[config.mk]
export PLATFORM = sky130hd
export DESIGN_NAME = generic_dpram_1clk
export DESIGN_NICKNAME = d
export VERILOG_FILES = /design/src/rtl/generic_dpram_1clk_pkg.sv /design/src/rtl/generic_dpram_1clk.sv
export SDC_FILE = /design/constraint.sdc
export NUM_CORES = 2
export LEC_CHECK = 0
export BUFFER_PORTS_ARGS = -buffer_cell sky130_fd_sc_hd__buf_2
export CELL_PAD_IN_SITES_DETAIL_PLACEMENT = 1
export CELL_PAD_IN_SITES_GLOBAL_PLACEMENT = 2
export CORE_MARGIN = 4
export CORE_UTILIZATION = 39
export CTS_BUF_LIST = sky130_fd_sc_hd__clkbuf_4
export CTS_CLUSTER_DIAMETER = 100
export DETAILED_ROUTE_END_ITERATION = 10
export MAX_ROUTING_LAYER = met4
export PLACE_DENSITY_LB_ADDON = 0.1
export SETUP_SLACK_MARGIN = 0.3
export SLEW_MARGIN = 20
export SYNTH_ARGS = -nofsm -noshare
export SYNTH_HDL_FRONTEND = slang
export SYNTH_SLANG_ARGS = --single-unit
export TNS_END_PERCENT = 20
[constraint.sdc]
create_clock -name clk -period 2.7 [get_ports clk]
set_clock_uncertainty 0.15 [all_clocks]
set_input_delay 0.54 -clock clk [delete_from_list [all_inputs] [get_ports clk]]
set_output_delay 0.54 -clock clk [all_outputs]
set_load 0.005 [all_outputs]
[src/rtl/generic_dpram_1clk_pkg.sv]
// Project-wide default geometry for the single-clock dual-port RAM.
// Instances override these through the aw/dw parameters.
package generic_dpram_1clk_pkg;
    localparam int unsigned DPRAM_AW_DEF = 8;
    localparam int unsigned DPRAM_DW_DEF = 8;
endpackage

[src/rtl/generic_dpram_1clk.sv]
// Single-clock simple dual-port RAM: one write port and one registered-address read port.
// The read data is combinational from the address register, so a same-edge write to the read address is visible at once.
module generic_dpram_1clk
    import generic_dpram_1clk_pkg::*;
#(
    parameter int unsigned aw = DPRAM_AW_DEF,
    parameter int unsigned dw = DPRAM_DW_DEF
) (
    input  logic          clk,
    input  logic          rst,
    input  logic          rce,
    input  logic          oe,
    input  logic [aw-1:0] raddr,
    output logic [dw-1:0] dout,
    input  logic          wce,
    input  logic          we,
    input  logic [aw-1:0] waddr,
    input  logic [dw-1:0] din
);

    logic [dw-1:0] mem [0:(2**aw)-1];
    logic [aw-1:0] ra_d, ra_q;

    // Array is left unreset so it maps onto block RAM; writes are gated while rst is low.
    always_ff @(posedge clk) begin
        if (rst && wce && we) mem[waddr] <= din;
    end

    always_comb begin
        ra_d = ra_q;
        if (rce) ra_d = raddr;
    end

    always_ff @(posedge clk or negedge rst) begin
        if (!rst) ra_q <= '0;
        else      ra_q <= ra_d;
    end

    assign dout = oe ? mem[ra_q] : '0;

endmodule

==> impl_metrics.ini <==
[run_status]
status = finished with violations
failed_checks = setup timing

[timing]
max_slew_margin_pct = 29.3
slew_viol_final = 0
fmax_mhz = 194
setup_ws_ps = -2460
min_period_ps = 5160
rsz0062_at_grt = yes
worstMarginPinSlew_ps = 1060
fin_crit_sh_pct = 191
whs_ps = 153
setup_tns_ps = -19070
finalSetupViolCount = 8
finalHoldViolCount = 0

[clock_network]
clock_path_buffers = 4
root_buffer = clkbuf_4
h-tree-depth = 6
cts_tree = yes
cts_num_sinks = 2056
clkTransAtPathRegs_ps = 60
cts_made_buffers = 578
clk_latency_ps = 1350

[placed_design]
place.gp.congestion = 0.830
place_hpwl_microns = 173000
dp.cells = 7400
portBuffers = 37

[power_and_ir_drop]
switching_share_pct = 24.5
clkPwrFrac_pct = 39.4
p_leak_nw = 34.7
seq_power_share_pct = 50.2
internal_power_mw = 52.8
switching_power_mw = 17.2
p_per_area_mw_per_mm2 = 699
ir_worst_vdd_mv = 0.446
power_frac_comb_pct = 10.4

[floorplan]
die_area_sq_mm = 0.215
io-pin-count = 38
fp.dieW_microns = 464
die_height_microns = 464
start_util_pct = 39.4
fp-row-count = 166
core_sq_mm = 0.206

[worst_setup_path]
worstSetupPathType = register to output port
ff2ff_setup_slack_ps = 340
rr_worst_depth = 6
r2r-end = ra_q[0]$_DFFE_PN0P_
crit_fanout = 14
crit_start = ra_q[0]$_DFFE_PN0P_
crit_top_cell = buf_4
path_cells = buf_12 -> buf_12 -> buf_6 -> buf_4 -> mux4_2 -> a211oi_2 -> buf_4 -> a2111oi_1 -> buf_4 -> o311ai_2 -> buf_4 -> o22ai_4 -> buf_2
start_kind = register
critPathRequiredTime_ps = 2010
rr_startpoint = ra_q[0]$_DFFE_PN0P_
crit_slowest_cell = dfrtp_4
cp_num_cells = 13
worstPathArrival_ps = 4470
crit_family = buffers and inverters
cpPeakStageDelay_ps = 500
endpoint = dout[7]
critPathCaptureType = output port
cp.buffers_inverters = 8

[job]
maxCapViolations = 0

[global_route]
track_usage_pct = 25.0
grt_pass1_wl_microns = 371000
grt_overflow = 0
antenna_found_initial = 11
grt_pass1_vias = 49600
grt_max_degree = 118

[finish]
final_cell_mix = edfxtp_1, buf_4, clkbuf_4, mux2i_1, nor2_1
syn2layout_area_growth_pct = 23.7
final_nets = 5398
drive_gt1_share_pct = 40.0
fin_cells = 8451
fillers = 19300
final_common_cell = edfxtp_1
fin_util_pct = 48.7

[logic_synthesis]
ys_ff_latch = 2056
netlist_instances = 3959
synthDistinctLibCells = 62
synthFlopType = edfxtp_1
synth.area.top_cells = edfxtp_1, mux4_2, mux2i_1
synth.top_cell.area_share_pct = 76.0
yosysWarnings = 0
synthArstFlopShare_pct = 0.389
synth_edf_count = 2048
synth_area_leader_cell = edfxtp_1
synth_fp_nets = 3989
synth.avg_cell_area_sq_um = 20.5
synth_area_sq_mm = 0.0810
ys_seq_area_share_pct = 76.2

[routing]
vias = 46400
wl_per_cell_microns = 30.8
drt_iter0_drc = 4272
dr_wl_met2_microns = 126000
top_layer = met4
drt-total-wl_microns = 261000
drcViolationCount = 0
antenna_left = 0
dr_wl_met3_microns = 14900
wirelength_met1_microns = 115000
avgViaCountPerCell = 5.49
drt-pass1-iter-count = 6

[worst_hold_path]
hold_class = input port to register
[layout make-up]
| class | count | area (sq um) | area share, % |
|---|---|---|---|
| Inverter | 2 | 12.5 | 0.0125 |
| Multi-Input combinational cell | 1665 | 18200 | 18.2 |
| Clock inverter | 145 | 761 | 0.760 |
| Timing Repair Buffer | 1065 | 9850 | 9.83 |
| Tap cell | 2688 | 3360 | 3.36 |
| Sequential cell | 2056 | 61700 | 61.6 |
| Antenna cell | 7 | 17.5 | 0.0175 |
| Clock buffer | 823 | 6180 | 6.17 |
[per-stage QoR]
stage                     setup slack (ps)  total power, mW  instance area [sq um]
final                                -2460             70.0                 100000
after global routing                 -2650             73.3                 100000
after CTS                            -2640             71.0                  99900
after detailed placement             -1830             42.6                  91400
after global placement               -1860             42.6                  91400
after floorplan                       77.5             39.0                  81000
[registers in the layout, indices dropped and copies added (netlist names)]
signal / count
mem: 2048
ra_q: 8
[timing repair]
action / CTS / global route
endpoints found under the hold margin: 3589 / 0
pin swaps: 20 / 22
resized for setup: 130 / 36
endpoints found under the setup margin: 8 / 13
hold buffers: 59 / 0
buffers inserted: 9 / 1
cloned: 7 / 0
[how the worst min path moves through the flow]
stage	startpoint	endpoint	slack (ps)	depth (start not counted)
detailed placement	ra_q[7]$_DFFE_PN0P_	ra_q[7]$_DFFE_PN0P_	430	2
global placement	ra_q[7]$_DFFE_PN0P_	ra_q[7]$_DFFE_PN0P_	440	2
global route	din[7]	mem[174][7]$_DFFE_PP_	20	3
CTS	din[7]	mem[47][7]$_DFFE_PP_	0.5	3
floorplan	rst	ra_q[0]$_DFFE_PN0P_	90	0
finish	din[7]	mem[174][7]$_DFFE_PP_	150	3
[per-layer routing]
layer | global-route usage, % | vias up
li1 | - | 19800
met1 | 34.2 | 24700
met2 | 39.0 | 1589
met3 | 4.36 | 351
met4 | 6.58 | 0
met5 | - | -
[tightest hold or removal path, delay by kind of cell]
| kind | cells | cell delay (ps) |
|---|---|---|
| buffers and inverters | 3 | 890 |
[synthesized netlist by cell type, types with 10 or more instances]
cell,number
buf_2,52
and2_1,11
a21oi_1,42
nand2_1,97
o221ai_1,74
buf_8,22
o21ai_0,46
nand3_1,38
mux2_2,16
clkbuf_1,83
a2111oi_0,14
buf_4,15
nand4_1,21
edfxtp_1,2048
mux2i_1,321
nor2_1,300
buf_12,21
nor3_1,21
mux4_1,104
a22oi_1,32
mux4_2,263
a211oi_1,47
o31ai_1,13
buf_6,20
nor4_1,23
o22ai_1,99
nor2b_1,10
[power groups by stage]
stage / logic, mW / clock network [mW] / registers (mW)
floorplan: 3.20 / 0 / 35.8
global placement: 6.75 / 0 / 35.8
detailed placement: 6.79 / 0 / 35.8
CTS: 7.29 / 28.6 / 35.1
global route: 7.59 / 30.6 / 35.1
finish: 7.27 / 27.6 / 35.1
[kinds of logic after synthesis]
| family | count (synthesis) | share of synthesized area (%) |
|---|---|---|
| simple gates | 557 | 3.09 |
| flops | 2056 | 76.2 |
| mux | 704 | 14.9 |
| compound gates | 404 | 3.53 |
| buf+inv | 238 | 2.30 |
Power figures use the tool's default switching activity.
